<file path="config.mk">
export PLATFORM = sky130hd
export DESIGN_NAME = ahb2apb_bridge
export DESIGN_NICKNAME = d
export VERILOG_FILES = /design/src/rtl/ahb2apb_bridge.sv
export SDC_FILE = /design/constraint.sdc
export NUM_CORES = 1
export LEC_CHECK = 0
export CORE_ASPECT_RATIO = 1.4
export CORE_MARGIN = 4
export CORE_UTILIZATION = 39
export CTS_CLUSTER_DIAMETER = 30
export DETAILED_ROUTE_END_ITERATION = 8
export GPL_TIMING_DRIVEN = 1
export PLACE_DENSITY = 0.8
export SLEW_MARGIN = 20
export SYNTH_ARGS = -nofsm -noshare
export SYNTH_HDL_FRONTEND = slang
export SYNTH_SLANG_ARGS = --single-unit
</file>
<file path="constraint.sdc">
create_clock -name clk -period 1.8 [get_ports clk]
set_clock_uncertainty 0.05 [all_clocks]
set_input_delay 0.54 -clock clk [delete_from_list [all_inputs] [get_ports clk]]
set_output_delay 0.54 -clock clk [all_outputs]
set_load 0.05 [all_outputs]
</file>
<file path="src/rtl/ahb2apb_bridge.sv">
// ahb2apb_bridge
//
// Purpose:
//   AHB-Lite slave that replays single word transfers as APB SETUP/ACCESS
//   transfers to one of three APB peripherals in a 16 KB window at BASE_ADDR.
//   Only one transfer is in flight at a time; writes are not buffered, so the
//   AHB data phase is held with HREADYOUT low until the APB side completes.
//
// Ports:
//   clk, reset_      system clock (rising edge), asynchronous active-low reset
//   HSEL .. HREADY   AHB-Lite address/data phase inputs
//   HREADYOUT        this slave's ready (registered)
//   HRESP            00 OKAY, 01 ERROR (registered)
//   HRDATA           last successfully captured APB read data (registered)
//   paddr, pwdata    APB address and write data
//   pwrite           APB direction, 1 = write
//   psel[2:0]        one-hot: [0] generic slot, [1] GPIO, [2] UART0
//   penable          APB access phase
//   prdata, pready,
//   pslverr          muxed response from the APB cluster

module ahb2apb_bridge #(
    parameter logic [31:0] BASE_ADDR = 32'h0200_0000
) (
    input  logic        clk,
    input  logic        reset_,
    input  logic        HSEL,
    input  logic [31:0] HADDR,
    input  logic        HWRITE,
    input  logic [2:0]  HSIZE,
    input  logic [1:0]  HTRANS,
    input  logic [31:0] HWDATA,
    input  logic        HREADY,
    output logic        HREADYOUT,
    output logic [1:0]  HRESP,
    output logic [31:0] HRDATA,
    output logic [31:0] paddr,
    output logic [31:0] pwdata,
    output logic        pwrite,
    output logic [2:0]  psel,
    output logic        penable,
    input  logic [31:0] prdata,
    input  logic        pready,
    input  logic        pslverr
);

    localparam logic [2:0] S_IDLE   = 3'd0;
    localparam logic [2:0] S_LATCH  = 3'd1;
    localparam logic [2:0] S_SETUP  = 3'd2;
    localparam logic [2:0] S_ACCESS = 3'd3;
    localparam logic [2:0] S_DONE   = 3'd4;
    localparam logic [2:0] S_ERR1   = 3'd5;
    localparam logic [2:0] S_ERR2   = 3'd6;

    logic [2:0]  state_q, state_d;
    logic [1:0]  slot_q;
    logic [31:0] paddr_q, pwdata_q, hrdata_q;
    logic        pwrite_q, penable_q, hreadyout_q;
    logic        penable_d, hreadyout_d;
    logic [2:0]  psel_q, psel_d;
    logic [1:0]  hresp_q, hresp_d;

    logic        canAccept;
    logic        addrPhase;
    logic        addrOk;
    logic        goodAccept;
    logic        unused_htrans0;

    // HTRANS[0] only distinguishes NONSEQ from SEQ, which this bridge treats alike.
    assign unused_htrans0 = HTRANS[0];

    // A new address phase may only be taken while the previous response is
    // completing (or there is none); NONSEQ and SEQ both have HTRANS[1] set.
    assign canAccept  = (state_q == S_IDLE) || (state_q == S_DONE) || (state_q == S_ERR2);
    assign addrPhase  = canAccept && HSEL && HREADY && HTRANS[1];
    assign addrOk     = (HADDR[31:14] == BASE_ADDR[31:14]) &&
                        (HADDR[13:12] != 2'b11) &&
                        (HSIZE == 3'b010);
    assign goodAccept = addrPhase && addrOk;

    // Next-state logic; decode or size errors skip the APB side entirely.
    always_comb begin
        state_d = state_q;
        case (state_q)
            S_IDLE, S_DONE, S_ERR2: begin
                if (addrPhase) begin
                    state_d = addrOk ? S_LATCH : S_ERR1;
                end else begin
                    state_d = S_IDLE;
                end
            end
            S_LATCH:  state_d = S_SETUP;
            S_SETUP:  state_d = S_ACCESS;
            S_ACCESS: begin
                if (pready) begin
                    state_d = pslverr ? S_ERR1 : S_DONE;
                end
            end
            S_ERR1:   state_d = S_ERR2;
            default:  state_d = S_IDLE;
        endcase
    end

    // Output values are derived from the next state so every bus-facing
    // signal comes straight out of a flop in the cycle the state is entered.
    always_comb begin
        hreadyout_d = (state_d == S_IDLE) || (state_d == S_DONE) || (state_d == S_ERR2);
        hresp_d     = ((state_d == S_ERR1) || (state_d == S_ERR2)) ? 2'b01 : 2'b00;
        penable_d   = (state_d == S_ACCESS);
        psel_d      = 3'b000;
        if ((state_d == S_SETUP) || (state_d == S_ACCESS)) begin
            case (slot_q)
                2'd0:    psel_d = 3'b001;
                2'd1:    psel_d = 3'b010;
                2'd2:    psel_d = 3'b100;
                default: psel_d = 3'b000;
            endcase
        end
    end

    // Address/direction are captured at acceptance and held until the next
    // accepted transfer, which keeps them stable across SETUP and ACCESS.
    // Write data arrives in the AHB data phase, i.e. while in LATCH.
    always_ff @(posedge clk or negedge reset_) begin
        if (!reset_) begin
            state_q     <= S_IDLE;
            slot_q      <= 2'd0;
            paddr_q     <= 32'h0;
            pwdata_q    <= 32'h0;
            pwrite_q    <= 1'b0;
            hrdata_q    <= 32'h0;
            psel_q      <= 3'b000;
            penable_q   <= 1'b0;
            hreadyout_q <= 1'b1;
            hresp_q     <= 2'b00;
        end else begin
            state_q     <= state_d;
            psel_q      <= psel_d;
            penable_q   <= penable_d;
            hreadyout_q <= hreadyout_d;
            hresp_q     <= hresp_d;
            if (goodAccept) begin
                paddr_q  <= HADDR;
                pwrite_q <= HWRITE;
                slot_q   <= HADDR[13:12];
            end
            if ((state_q == S_LATCH) && pwrite_q) begin
                pwdata_q <= HWDATA;
            end
            // Failed reads must not disturb the last good read value.
            if ((state_q == S_ACCESS) && pready && !pslverr && !pwrite_q) begin
                hrdata_q <= prdata;
            end
        end
    end

    assign HREADYOUT = hreadyout_q;
    assign HRESP     = hresp_q;
    assign HRDATA    = hrdata_q;
    assign paddr     = paddr_q;
    assign pwdata    = pwdata_q;
    assign pwrite    = pwrite_q;
    assign psel      = psel_q;
    assign penable   = penable_q;

endmodule

</file>
; ---- Word level (Yosys, flattened, before mapping)
; Index checks and enable logic that the tools add are counted.
[word_totals]
register_bits = 108
out_inout_bits = 104
in_bits = 108
[classes]
reduce_logical = 22
n_eq_ne = 16
muxes = 8
[ops]
columns = op, count
row1 = $eq 18x12->1 const B, 1
row2 = $eq 3x3->1 const B, 6
row3 = $eq 3x2->1 const B, 5
row4 = $pmux 3 s5, 1
row5 = $mux 3, 4
row6 = $logic_and 1x1->1, 10
row7 = $pmux 3 s3, 1
row8 = $logic_not 3->1, 2
row9 = $logic_or 1x1->1, 6
row10 = $eq 3x1->1 const B, 1
row11 = $reduce_or 3->1, 1
row12 = $eq 2x1->1 const B, 1
row13 = $eq 2x2->1 const B, 1
row14 = $logic_not 1->1, 2
row15 = $logic_not 2->1, 1
row16 = $mux 1, 2
row17 = $ne 2x2->1 const B, 1

; ---- Depth between registers and ports, before layout
[depth]
depth_word = 11
depth_mapped = 5
ltp_nobuf = 4

; ---- Worst setup path before layout
; No wires, ideal clock.
[synth_timing]
path_type = in2reg
startpoint = in HADDR[15]
endpoint = reg paddr_q[13] (netlist: paddr[13])
slack_ns = -0.145
cell_stages = 5
n_path_buf = 1
t_arrival_ns = 1.771
path_cell_list = nor4b_1 > nand4_1 > nor3_4 > buf_4 > mux2_2
[synth_via]
elab_chain_cells = 4
[synth_rtl]
columns = item, line
row1 = start: declaration, 28  ; input logic [31:0] HADDR,
row2 = $eq 18x12->1, 76  ; assign addrOk = (HADDR[31:14] == BASE_ADDR[31:14]) &&
row3 = $logic_and 1x1->1, 76
row4 = $logic_and 1x1->1, 77  ; (HADDR[13:12] != 2'b11) &&
row5 = $logic_and 1x1->1, 79  ; assign goodAccept = addrPhase && addrOk;
row6 = end signal: assignment, 128  ; paddr_q <= 32'h0;
row7 = end signal: assignment, 143  ; paddr_q <= HADDR;
row8 = end: declaration, 57  ; logic [31:0] paddr_q, pwdata_q, hrdata_q;
; No other way between the ends.
; A chain may end at the register's enable or synchronous reset.

; ---- Worst setup path in the final report
[layout_timing]
startpoint = in HADDR[15]
endpoint = reg paddr_q[10] (netlist: paddr[10])
; The elaborated chain is that of the path after synthesis.

==> results.yml <==
place:
  port_buffers: 209
  placed_area_um2: 7420
  gp_routability_congestion: 0.720
  pre_cts_slack_ns: -0.681
  dpl.hpwl_mm: 9.29
job:
  maxCapViolCount: 0
floorplanning:
  die_area_um2: 11900
  io_pins: 212
  die_y_um: 127
  num_rows: 43
  core-area_um2: 9900
  initial_core_util_pct: 40.0
  dieWidth_um: 93.2
routing:
  routed_wl_mm: 13.2
  firstDrtPassIters: 4
  drt_iter0_markers: 67
  drtAntennaViolNets: 0
  vias: 3032
  drt-vias-per-instance: 4.87
  wl_per_cell_um: 21.1
  post-route-drc-count: 0
global_routing:
  overflow: 0
  grt_pass1_vias: 3553
  antenna_found_initial: 1
  grt_max_degree: 37
  grt_pass1_wl_mm: 20.2
  grtUsageTotal_pct: 23.1
finish:
  drive_gt1_share_pct: 51.1
  fillers: 551
  multi_input_area_um2: 1390
  final_area_um2: 7930
  fin_nets: 590
  seq_area_um2: 2650
  area_growth_pct: 100
  final_util_pct: 80.1
sta:
  drv_slew: 0
  worst_slack_ns: -0.0566
  rsz0062_at_grt: "yes"
  finalHoldViolCount: 0
  finalCritPeriodShare_pct: 103
  timing.final.crit_period_ns: 1.86
  timing.fmax_mhz: 539
  hold_slack_ns: 0.0481
  setup_viol: 12
clocking:
  ctsHoldBuffers: 0
  cts_root_buf: "clkbuf_16"
  numCtsBuffers: 9
  tritoncts: "yes"
  clock-sinks: 106
  clk_pin_slew_ns: 0.07
  htreeDepth: 3
  clk_latency_ns: 0.34
  clockBufferDepth: 2
critical_path:
  path_delay_family: "simple AND/OR/NAND/NOR gates"
  cp.arrival_ns: 2.03
  crit_type: "in2reg"
  start_kind: "input pin"
  crit_fanout: 5
  path_buf_inv: 3
  crit_chain: "buf_2 > nor4b_4 > nand4_1 > nor3_4 > buf_6 > buf_12 > mux2_4"
  cpPeakStageDelay_ns: 0.31
  cp-end-kind: "register"
  cp.required_ns: 1.97
  crit_slowest_cell: "mux2_4"
logic_synthesis:
  synth_most_common_cell: "dfrtp_1"
  synth-edff-count: 0
  yosys_most_used_dff: "dfrtp_1"
  synthesis.nets: 356
  ys_warn_count: 0
  postSynthRegisterBits: 106
  ys_seq_area_share_pct: 67.0
  synthTopCellsByArea: "dfrtp_1, mux2_2, nor2b_1"
  synth_top_area_share_pct: 66.4
  avgSynthCellArea_um2: 16.0
  async_flop_share_pct: 100
  syn_area_um2: 3960
  synth_cells: 248
  synth.distinct_cells: 31
  yosys-top-cells-count: "dfrtp_1, mux2_2, nor2b_1"
  synth_top_area_cell: "dfrtp_1"
power_and_ir_drop:
  leakagePower_nw: 3.65
  total_power_w: 0.00961
  power_density_nw_per_um2: 1210
  ir_worst_vdd_mv: 0.975
outcome:
  violations: "negative setup slack"
  status: "finished with violations"
hold_path:
  holdCritPathClass: "in2async"
[layout make-up]
| type | instances | share of cell area (%) |
|---|---|---|
| Inverter | 1 | 0.0473 |
| Clock buffer | 12 | 3.23 |
| Tap cell | 135 | 2.13 |
| Timing Repair Buffer | 233 | 42.6 |
| Clock inverter | 4 | 0.931 |
| Multi-Input combinational cell | 131 | 17.5 |
| Sequential cell | 106 | 33.5 |
| Antenna cell | 1 | 0.0316 |
[registers in the layout, indices dropped and copies added, names as in the netlist]
name / count
HRDATA: 32
slot_q: 1
psel: 3
HREADYOUT: 1
pwrite: 1
penable: 1
pwdata: 32
HRESP: 1
state_q: 3
paddr: 31
[routing by layer]
layer	part of all wire [%]	wire length [um]	GRT usage, %	vias to the layer above
met4	4.7	617	13.9	0
met2	57	7540	42.6	145
met1	32	4150	23.2	1523
li1	-	-	-	1329
met3	6.5	852	5.48	35
met5	0	0	0	-
[cells by family after synthesis]
| logic type | after synthesis | share of synthesized area (%) |
|---|---|---|
| AO/OA/AOI/OAI | 9 | 1.42 |
| buffers and inverters | 11 | 1.83 |
| flip-flops | 106 | 67.0 |
| multiplexers | 79 | 22.5 |
| other | 1 | 0.0947 |
| AND/OR/NAND/NOR | 42 | 7.17 |
[cell usage in the layout, fill, tap and decap left out, types with 2 or more instances in the layout]
| cell | instances |
|---|---|
| clkbuf_8 | 2 |
| buf_6 | 6 |
| buf_2 | 5 |
| nor4b_4 | 2 |
| clkdlybuf4s15_1 | 6 |
| buf_4 | 16 |
| buf_12 | 109 |
| mux2_4 | 15 |
| dlygate4sd2_1 | 8 |
| nor2b_1 | 19 |
| nor4_4 | 2 |
| nor3b_1 | 2 |
| clkdlybuf4s50_1 | 79 |
| clkbuf_16 | 9 |
| mux2_2 | 64 |
| nor2_1 | 3 |
| dfrtp_1 | 105 |
| bufinv_16 | 2 |
| o21ai_0 | 3 |
[final timing paths]
kind	start	to	slack [ns]	cells after the start
setup / recovery	HADDR[15]	paddr[10]	-0.06	7
hold / removal	reset_	pwdata[19]	0.05	1
setup reg to reg	state_q[1]	paddr[10]	0.04	6
hold reg to reg	paddr[25]	paddr[25]	0.50	1
max in group asynchronous	reset_	HREADYOUT	1.12	2
min in group clk	paddr[25]	paddr[25]	0.50	1
[power breakdown]
part | internal [W] | total [W] | switching (W)
Combinational | 0.00213 | 0.00420 | 0.00207
Clock | 0.00130 | 0.00216 | 0.000859
Sequential | 0.00282 | 0.00326 | 0.000439
Total | 0.00624 | 0.00961 | 0.00337
[stage by stage]
stage	TNS [ns]	cells
2_1_floorplan	-1.91	248
3_3_place_gp	-27.14	597
3_5_place_dp	-31.03	597
4_1_cts	-0.697	626
5_1_grt	-0.957	623
6_report	-0.469	623
[what timing repair did]
item | CTS | global route
setup endpoints to repair | 65 | 23
gates resized for setup | 96 | 4
pin swaps | 11 | 5
cloned | 3 | 0
setup buffers | 10 | 0
Note: power is estimated with default switching activity, not from simulation.
